File: config.mk
export PLATFORM = sky130hd
export DESIGN_NAME = dict_match_ctrl
export DESIGN_NICKNAME = d
export VERILOG_FILES = /design/src/rtl/dict_pkg.sv /design/src/rtl/dict_regfile.sv /design/src/rtl/dict_match_ctrl.sv
export SDC_FILE = /design/constraint.sdc
export NUM_CORES = 1
export LEC_CHECK = 0
export CAP_MARGIN = 0
export CORE_MARGIN = 8
export CORE_UTILIZATION = 35
export DETAILED_ROUTE_END_ITERATION = 6
export PLACE_DENSITY = 0.66
export SYNTH_ARGS = -nofsm -noshare
export SYNTH_HDL_FRONTEND = slang
export SYNTH_SLANG_ARGS = --single-unit
File: constraint.sdc
create_clock -name i_clk -period 52 [get_ports i_clk]
set_input_delay 10.4 -clock i_clk [delete_from_list [all_inputs] [get_ports i_clk]]
set_output_delay 10.4 -clock i_clk [all_outputs]
set_load 0.01 [all_outputs]
File: src/rtl/dict_pkg.sv
// Shared types for the Stage-1 dictionary compressor sequencer.
// Contents: token-kind enum, comparator match-type encodings, controller FSM states,
// and a helper saying which token kinds allocate a new dictionary entry.
package dict_pkg;

    typedef enum logic [2:0] {
        KIND_ZERO   = 3'd0,
        KIND_FULL   = 3'd1,
        KIND_PART24 = 3'd2,
        KIND_PART16 = 3'd3,
        KIND_MISS   = 3'd4
    } kind_t;

    // Comparator o_type_matched encodings
    localparam logic [1:0] CMP_NONE = 2'b00;
    localparam logic [1:0] CMP_UP16 = 2'b01;
    localparam logic [1:0] CMP_UP24 = 2'b10;
    localparam logic [1:0] CMP_FULL = 2'b11;

    typedef enum logic [1:0] {
        S_IDLE,
        S_CMP,
        S_OUT
    } state_t;

    // Only tokens carrying a residual add the word to the dictionary
    function automatic logic kind_writes(input kind_t kind);
        return (kind == KIND_MISS) || (kind == KIND_PART16) || (kind == KIND_PART24);
    endfunction

endpackage

File: src/rtl/dict_regfile.sv
// Dictionary storage with FIFO replacement.
// Ports:
//   clk, rst   clock, asynchronous active-high reset (zeroes data, valid, pointer, fill)
//   clear      synchronous clear of valid bits, pointer and fill (data words kept)
//   wr_en      write wr_data at the write pointer, mark it valid, advance the pointer
//   wr_data    word to store
//   dict_flat  all entries, entry k at bits [k*WIDTH +: WIDTH]
//   valid      per-entry valid bits
//   fill       number of valid entries, saturating at ENTRIES
module dict_regfile #(
    parameter int WIDTH   = 32,
    parameter int ENTRIES = 16,
    parameter int IDX_W   = $clog2(ENTRIES)
) (
    input  logic                       clk,
    input  logic                       rst,
    input  logic                       clear,
    input  logic                       wr_en,
    input  logic [WIDTH-1:0]           wr_data,
    output logic [WIDTH*ENTRIES-1:0]   dict_flat,
    output logic [ENTRIES-1:0]         valid,
    output logic [IDX_W:0]             fill
);

    logic [WIDTH-1:0] entry [ENTRIES];
    logic [IDX_W-1:0] wr_ptr;

    always_ff @(posedge clk or posedge rst) begin
        if (rst) begin
            for (int k = 0; k < ENTRIES; k++) begin
                entry[k] <= '0;
            end
            valid  <= '0;
            wr_ptr <= '0;
            fill   <= '0;
        end else if (clear) begin
            valid  <= '0;
            wr_ptr <= '0;
            fill   <= '0;
        end else if (wr_en) begin
            entry[wr_ptr] <= wr_data;
            valid[wr_ptr] <= 1'b1;
            // ENTRIES is a power of two, so the pointer wraps on its own
            wr_ptr        <= wr_ptr + IDX_W'(1);
            if (fill != (IDX_W+1)'(ENTRIES)) begin
                fill <= fill + (IDX_W+1)'(1);
            end
        end
    end

    for (genvar k = 0; k < ENTRIES; k++) begin : g_flat
        assign dict_flat[k*WIDTH +: WIDTH] = entry[k];
    end

endmodule

File: src/rtl/dict_match_ctrl.sv
// Sequencer for the Stage-1 dictionary compressor.
// Accepts a word (i_valid/o_ready), presents it with the dictionary to the external
// combinational comparator, classifies the result into a token (o_valid/i_ready) and,
// on token acceptance, adds residual-bearing words to the dictionary.
// Ports:
//   i_clk, i_reset          clock, asynchronous active-high reset
//   i_clear                 dictionary clear, honoured only when idle
//   i_valid, o_ready, i_word  input word handshake
//   o_cmp_input, o_cmp_dict to comparator; i_cmp_type, i_cmp_loc from comparator
//   o_valid, i_ready        token handshake; o_kind, o_index, o_literal token fields
//   o_fill                  number of valid dictionary entries
module dict_match_ctrl
    import dict_pkg::*;
#(
    parameter int INPUT_WORD = 32,
    parameter int DICT_ENTRY = 16,
    parameter int IDX_W      = $clog2(DICT_ENTRY)
) (
    input  logic                             i_clk,
    input  logic                             i_reset,
    input  logic                             i_clear,
    input  logic                             i_valid,
    output logic                             o_ready,
    input  logic [INPUT_WORD-1:0]            i_word,
    output logic [INPUT_WORD-1:0]            o_cmp_input,
    output logic [INPUT_WORD*DICT_ENTRY-1:0] o_cmp_dict,
    input  logic [1:0]                       i_cmp_type,
    input  logic [IDX_W-1:0]                 i_cmp_loc,
    output logic                             o_valid,
    input  logic                             i_ready,
    output logic [2:0]                       o_kind,
    output logic [IDX_W-1:0]                 o_index,
    output logic [INPUT_WORD-1:0]            o_literal,
    output logic [IDX_W:0]                   o_fill
);

    state_t                 state, state_next;
    kind_t                  kind, kind_next, cls_kind;
    logic [INPUT_WORD-1:0]  cmp_input_next, literal_next, cls_literal;
    logic [IDX_W-1:0]       index_next, cls_index;
    logic                   valid_next;
    logic                   dict_clear, dict_we;
    logic [DICT_ENTRY-1:0]  dict_valid;

    assign o_kind = kind;

    dict_regfile #(
        .WIDTH   (INPUT_WORD),
        .ENTRIES (DICT_ENTRY),
        .IDX_W   (IDX_W)
    ) u_regfile (
        .clk       (i_clk),
        .rst       (i_reset),
        .clear     (dict_clear),
        .wr_en     (dict_we),
        .wr_data   (o_cmp_input),
        .dict_flat (o_cmp_dict),
        .valid     (dict_valid),
        .fill      (o_fill)
    );

    // Classifier: zero word wins, then a hit on an invalid entry is a miss
    always_comb begin
        cls_kind    = KIND_MISS;
        cls_index   = '0;
        cls_literal = o_cmp_input;
        if (o_cmp_input == '0) begin
            cls_kind    = KIND_ZERO;
            cls_literal = '0;
        end else if (dict_valid[i_cmp_loc]) begin
            unique case (i_cmp_type)
                CMP_FULL: begin
                    cls_kind    = KIND_FULL;
                    cls_index   = i_cmp_loc;
                    cls_literal = '0;
                end
                CMP_UP24: begin
                    cls_kind         = KIND_PART24;
                    cls_index        = i_cmp_loc;
                    cls_literal      = '0;
                    cls_literal[7:0] = o_cmp_input[7:0];
                end
                CMP_UP16: begin
                    cls_kind          = KIND_PART16;
                    cls_index         = i_cmp_loc;
                    cls_literal       = '0;
                    cls_literal[15:0] = o_cmp_input[15:0];
                end
                default: ;
            endcase
        end
    end

    always_comb begin
        state_next     = state;
        cmp_input_next = o_cmp_input;
        valid_next     = o_valid;
        kind_next      = kind;
        index_next     = o_index;
        literal_next   = o_literal;
        o_ready        = 1'b0;
        dict_clear     = 1'b0;
        dict_we        = 1'b0;
        unique case (state)
            S_IDLE: begin
                if (i_clear) begin
                    dict_clear = 1'b1;
                end else begin
                    o_ready = !i_reset;
                    if (i_valid) begin
                        cmp_input_next = i_word;
                        state_next     = S_CMP;
                    end
                end
            end
            S_CMP: begin
                kind_next    = cls_kind;
                index_next   = cls_index;
                literal_next = cls_literal;
                valid_next   = 1'b1;
                state_next   = S_OUT;
            end
            S_OUT: begin
                if (i_ready) begin
                    dict_we    = kind_writes(kind);
                    valid_next = 1'b0;
                    state_next = S_IDLE;
                end
            end
            default: state_next = S_IDLE;
        endcase
    end

    always_ff @(posedge i_clk or posedge i_reset) begin
        if (i_reset) begin
            state       <= S_IDLE;
            o_cmp_input <= '0;
            o_valid     <= 1'b0;
            kind        <= KIND_ZERO;
            o_index     <= '0;
            o_literal   <= '0;
        end else begin
            state       <= state_next;
            o_cmp_input <= cmp_input_next;
            o_valid     <= valid_next;
            kind        <= kind_next;
            o_index     <= index_next;
            o_literal   <= literal_next;
        end
    end

endmodule

==> metrics, run 1 <==
Max rail drop VDD=0.0000222 V; CTS tree=yes; Cell Area, Synth=0.0246 mm2; WHS Path Cells=2; Via density=4.93; slew margin rel.=24.5%; sw power=0.000370 W; setup violators final=0; power share of the sequential group=42.2%; Worst R2R Path Depth=6; fin. max-slew vios=0; DRT Pass-1 Iters=5; RePlAce Congestion=0.773; Hold Path Class=register to register; Vias=15200; sequential share of the synthesized area=62.1%; drt initial violations=738; Clock Sinks=611; RSZ-0062 raised after global routing=false; Slew @ Worst Pin=1.13 ns; CTS resizes=0; Total GRT Usage=20.5%; Leak=16.6 nW; Fin. Hold Viols=0; YS warnings=0; Clock Power Share=37.1%; status=finished clean; post-DP HPWL=56700 um; Core Util, Final=48.6%; RR Endpoint=u_regfile.dict_flat[405]; Die X=281 um; CP Max Fanout=4; worst slack at placement=29.70 ns; top-area cell type share of the netlist area=62.1%; PwrDens=37.7 mW/mm2; Final min period=22.24 ns; max-cap viol count=0; initial core utilization=35.2%; Fillers=5993; Area Overhead vs Synth=37.9%; area leader, netlist=dfrtp_1; Post-CTS Setup Repair Bufs=0; R2R Setup Slk=48.86 ns; total power draw=0.00128 W; CTS root buf=clkbuf_16; worst path required time=41.60 ns; Die H=281 um; Worst setup SP type=primary input; Post-Layout Cell Count=3085; HP Start=u_regfile.valid[12]; Max Clk Rate=0.0450 GHz; DR DRC count=0; Final #Nets=2148; buffer depth of the longest clock path=3; core area=0.0699 mm2; Crit Path Class=primary input to primary output; I/O Buffers=632; clock slew at reported path FFs=0.06 ns; Avg WL per Cell=27.0 um; clk_lat worst skew=0.60 ns; Placement Rows=97; skew final=0.0265 ns; destination of the worst hold path=u_regfile.valid[12]; Tcrit/Tclk final=42.8%; TNS Setup=0 ns; first-pass GRT wire length=119000 um; Post-CTS Hold Fix Bufs=0; Cells after DPL=2964; FF-to-FF Start=o_kind[1]; combinational power share=20.7%; DRT Wirelength=83400 um; Die Area=0.0791 mm2; share of cells above drive strength 1=33.8%; switching fraction of total power=28.9%; top cells by area, synth=dfrtp_1 (62%), mux2_4 (16%), mux2_2 (13%); H-tree depth=3; cell-internal power=0.000911 W; syn avg cell area=16.6 um2; WP data arrival=11.84 ns; number of synthesized register bits=611; Netlist cell types=46; CP endpoint kind=primary output; antenna violations before repair=4; syn nets=1537; remaining antenna violation count=0; io pins=633; grt ovf=0; final setup margin=29.76 ns; Num CTS Buffers=69; vias in the first global route=16400; Mapped Cells=1484; largest net degree at the start of global routing=170
-- placed cells by master (no fill, tap or decap), drive strengths merged, types with 2 or more instances in the layout --
master         netlist  routed
dfrtp              611     611
nand2               42      42
buf                 83      46
nand3               13      13
nor3                 2       2
clkinv               0      19
o21ai                2       2
nor2b                3       3
nor4                 9       9
ha                  10      10
mux2i                7       7
nor2                13      13
a21oi                2       2
clkinvlp             0       3
a211oi               2       2
nand4                9       9
o31ai                2       2
nand2b               6       6
a32o                36      36
clkbuf              55      91
xor2                 5       5
a22o                 2       2
bufinv               0       2
o32a                 2       2
inv                  9      14
mux2               546     546
clkdlybuf4s50        0     632
-- logic make-up (layout without fill, tap and decap cells) --
kind of cell | count (synthesis) | count (layout) | synth area share, %
XOR/XNOR | 5 | 5 | 0.178
adder cells (fa/ha/maj) | 10 | 10 | 0.508
flip-flops | 611 | 611 | 62.1
AND/OR/NAND/NOR | 101 | 101 | 2.61
AO/OA/AOI/OAI | 57 | 57 | 2.13
buffers and inverters | 147 | 807 | 3.29
multiplexers | 553 | 553 | 29.2
other | 0 | 1 | 0
-- flip-flops by register name, indices dropped and copies added, names as in the netlist --
name                 cells
o_cmp_input             32
o_index                  4
o_kind                   3
o_literal               32
o_valid                  1
state                    2
u_regfile.dict_flat    512
u_regfile.fill           5
u_regfile.valid         16
u_regfile.wr_ptr         4
-- final cells by class --
| cell class | instances | area [um2] | share of cell area [%] |
|---|---|---|---|
| sequential | 611 | 15300 | 45.0 |
| multi-input combinational | 726 | 8570 | 25.2 |
| timing repair buffer | 678 | 6680 | 19.7 |
| clock buffer | 91 | 1920 | 5.65 |
| tap | 940 | 1180 | 3.46 |
| clock inverter | 29 | 282 | 0.829 |
| inverter | 9 | 41.3 | 0.122 |
| antenna | 1 | 2.50 | 0.00737 |
-- worst max path at each step --
stage | from | to | slack [ns] | cells past startpoint
floorplan | i_reset | o_cmp_input[0] | 24.49 | 1
global placement | i_clear | o_ready | 29.69 | 3
detailed placement | i_clear | o_ready | 29.70 | 3
CTS | i_clear | o_ready | 29.70 | 3
global route | i_clear | o_ready | 29.63 | 3
finish | i_clear | o_ready | 29.76 | 3
-- through the flow --
step / cell area (um2) / hold WS, ns
after global placement: 31800 / 0.455
after detailed placement: 31800 / 0.463
after global routing: 34000 / 0.504
final: 34000 / 0.474
after CTS: 34000 / 0.478
after floorplan: 24600 / 0.440
-- synth_stat cells (all sizes together) --
cell	n
a211oi	2
a21o	1
a21oi	2
a22o	2
a22oi	1
a32o	36
and2	1
buf	83
clkbuf	55
dfrtp	611
ha	10
inv	9
mux2	546
mux2i	7
nand2	42
nand2b	6
nand3	13
nand4	9
nor2	13
nor2b	3
nor3	2
nor4	9
nor4b	1
o211ai	1
o21a	1
o21ai	2
o21bai	1
o22a	1
o311ai	1
o31a	1
o31ai	2
o32a	2
o41ai	1
or2	1
or3b	1
xor2	5
-- layer usage --
layer	track usage, %	wire length (um)	vias up
li1	-	-	6448
met1	24.6	33100	8098
met2	34.6	41100	522
met3	5.87	5850	154
met4	7.99	3340	0
met5	0	0	-
-- power by group through the flow --
stage                     combinational [W]  sequential (W)  clock, W
after floorplan                   0.0000955        0.000563         0
final                              0.000266        0.000540  0.000475
after CTS                          0.000272        0.000540  0.000489
after global placement             0.000267        0.000546         0
after global routing               0.000280        0.000545  0.000507
after detailed placement           0.000271        0.000548         0
-- critical path, stage by stage --
cell and delay [ns]:
clkdlybuf4s50_1 0.53, nor4_1 0.31, clkdlybuf4s50_1 0.60
No activity file was read; power rests on OpenSTA's default activity.
==> run 2, diff against run 1 <==
--- a/config.mk
+++ b/config.mk
@@ -9,7 +9,7 @@
 export CORE_MARGIN = 8
 export CORE_UTILIZATION = 35
 export DETAILED_ROUTE_END_ITERATION = 6
-export PLACE_DENSITY = 0.66
+export PLACE_DENSITY = 0.69
 export SYNTH_ARGS = -nofsm -noshare
 export SYNTH_HDL_FRONTEND = slang
 export SYNTH_SLANG_ARGS = --single-unit
==> constraint.sdc (replaced) <==
create_clock -name i_clk -period 18.25 [get_ports i_clk]
set_input_delay 3.65 -clock i_clk [delete_from_list [all_inputs] [get_ports i_clk]]
set_output_delay 3.65 -clock i_clk [all_outputs]
set_load 0.01 [all_outputs]
==> run 2 against run 1 <==
Compared with the run above:
- combinational power grew to 2.7 times the previous value
- largest power group unchanged
- first-iteration DRC count fell by 8.7%
- count of clock-buffer cells in the layout is the same
- critical path depth unchanged
- non-clock buffer count fell by 3
- sequential share of layout area is essentially flat
- die area stayed put
- via count rose by 0.33%
- highest routed layer unchanged
- worst hold slack improved by 0.0038 ns
==> metrics, run 2 (same netlist as run 1, synthesis figures left out) <==
Cells after DPL=2961 (-0.10%); Avg WL per Cell=27.2 um (+0.44%); RePlAce Congestion=0.770 (-0.40%); I/O Buffers=632 (unchanged); slew margin rel.=26.1% (+1.6 points); Max Clk Rate=0.112 GHz; first-pass GRT wire length=120000 um (+0.58%); share of cells above drive strength 1=33.7% (-0.093 points); metal2 WL=42100 um (+2.4%); skew final=0.0180 ns (-0.00854 ns); largest net degree at the start of global routing=86 (-49%); RSZ-0062 raised after global routing=false; Post-CTS Setup Repair Bufs=0 (unchanged); Crit Path Class=primary input to primary output; Vias=15300 (+0.33%); Fin. Hold Viols=0 (unchanged); most frequent cells in the layout=clkdlybuf4s50_1 (632), dfrtp_1 (608), mux2_2 (285), mux2_4 (261), clkbuf_16 (68); CP endpoint kind=primary output; Hold Path Class=register to register; DRT Pass-1 Iters=5 (unchanged); core area=0.0699 mm2 (unchanged); Post-CTS Hold Fix Bufs=0 (unchanged); Slew @ Worst Pin=1.11 ns (-0.0233 ns); WP data arrival=5.25 ns (-6.59 ns); sw power=0.00104 W (+180%); PwrDens=108 mW/mm2 (+190%); fin. max-slew vios=0 (unchanged); combinational power share=19.5% (-1.2 points); Area Overhead vs Synth=38.0% (about the same); max-cap viol count=0 (unchanged); worst path required time=14.60 ns (-27.00 ns); Post-Layout Cell Count=3083 (-0.065%); Die H=281 um (unchanged); clk_lat worst skew=0.59 ns (about the same); Final #Nets=2143 (-0.23%); CTS root buf=clkbuf_16; met3 routed WL=5690 um (-2.7%); antenna violations before repair=4 (unchanged); DRT Wirelength=83800 um (+0.38%); power share of the sequential group=42.7% (+0.5 points); buffer depth of the longest clock path=3 (unchanged); H-tree depth=3 (unchanged); setup violators final=0 (unchanged); CTS tree=yes; Die Area=0.0791 mm2 (unchanged); Total GRT Usage=20.6% (+0.077 points); drt initial violations=674 (-8.7%); Leak=16.6 nW (about the same); top sig layer=met4; Via density=4.95 (+0.39%); M1 WL=33000 um (-0.50%); Clock Sinks=611 (unchanged); Worst setup SP type=primary input; post-DP HPWL=57100 um (+0.66%); initial core utilization=35.2% (unchanged); Tcrit/Tclk final=48.8%; clock slew at reported path FFs=0.06 ns (about the same); Num CTS Buffers=67 (-2.9%); CP Max Fanout=4 (unchanged); Die X=281 um (unchanged); status=finished clean; Placement Rows=97 (unchanged); cell-internal power=0.00264 W (+190%); Largest register FFs=512 (unchanged); Final min period=8.90 ns; remaining antenna violation count=0 (unchanged); TNS Setup=0 ns (unchanged); Max rail drop VDD=0.0000661 V (+200%); switching fraction of total power=28.2% (-0.73 points); DR DRC count=0 (unchanged); CTS resizes=0 (unchanged); grt ovf=0 (unchanged); io pins=633 (unchanged); Clock Power Share=37.8% (+0.7 points); vias in the first global route=16600 (+1.3%); commonest non-fill, non-tap cell in the layout=clkdlybuf4s50_1
==> run 2: layout make-up <==
class	instances	area, um2
Clock buffer	91	1890
Inverter	9	37.5
Timing Repair Buffer	675	6650
Fill cell	6004	35900
Clock inverter	29	370
Multi-Input combinational cell	726	8570
Tap cell	940	1180
Sequential cell	611	15300
Antenna cell	2	5.00
==> run 2: path summary, 6_finish.rpt <==
path | slack [ns] | end | startpoint | cells past startpoint
setup reg to reg | 15.05 | u_regfile.dict_flat[405] | o_kind[1] | 6
hold reg to reg | 0.48 | u_regfile.valid[5] | u_regfile.valid[5] | 2
max in group asynchronous | 10.65 | u_regfile.dict_flat[76] | i_reset | 6
setup / recovery | 9.35 | o_ready | i_clear | 3
min in group asynchronous | 3.56 | u_regfile.dict_flat[140] | i_reset | 2
hold / removal | 0.48 | u_regfile.valid[5] | u_regfile.valid[5] | 2
==> run 2: power by group through the flow <==
stage	Sequential, W	Combinational [W]	Clock [W]
floorplan	0.00161	0.000272	0
global placement	0.00159	0.000715	0
detailed placement	0.00159	0.000726	0
CTS	0.00157	0.000729	0.00142
global route	0.00159	0.000752	0.00148
finish	0.00157	0.000719	0.00139
==> run 2: critical path, stage by stage <==
cell and delay (ns):
clkdlybuf4s50_1 0.53, nor4_1 0.42, clkdlybuf4s50_1 0.65
==> run 2: through the flow <==
step / hold slack, ns / cell area (um2) / utilization (%) / power [W] / setup slack, ns
4_1_cts: 0.479 / 34000 / 48.6 / 0.00372 / 9.34
5_1_grt: 0.507 / 34000 / 48.6 / 0.00382 / 9.32
2_1_floorplan: 0.440 / 24600 / - / 0.00188 / 6.26
6_report: 0.477 / 34000 / 48.6 / 0.00368 / 9.35
3_5_place_dp: 0.463 / 31700 / 45.4 / 0.00232 / 9.36
3_3_place_gp: 0.455 / 31700 / 45.4 / 0.00230 / 9.35
==> run 2: per-layer routing <==
layer | vias to the layer above | track usage (%)
met5 | - | 0
met3 | 150 | 5.44
li1 | 6448 | -
met4 | 0 | 7.50
met1 | 8155 | 24.6
met2 | 519 | 35.5
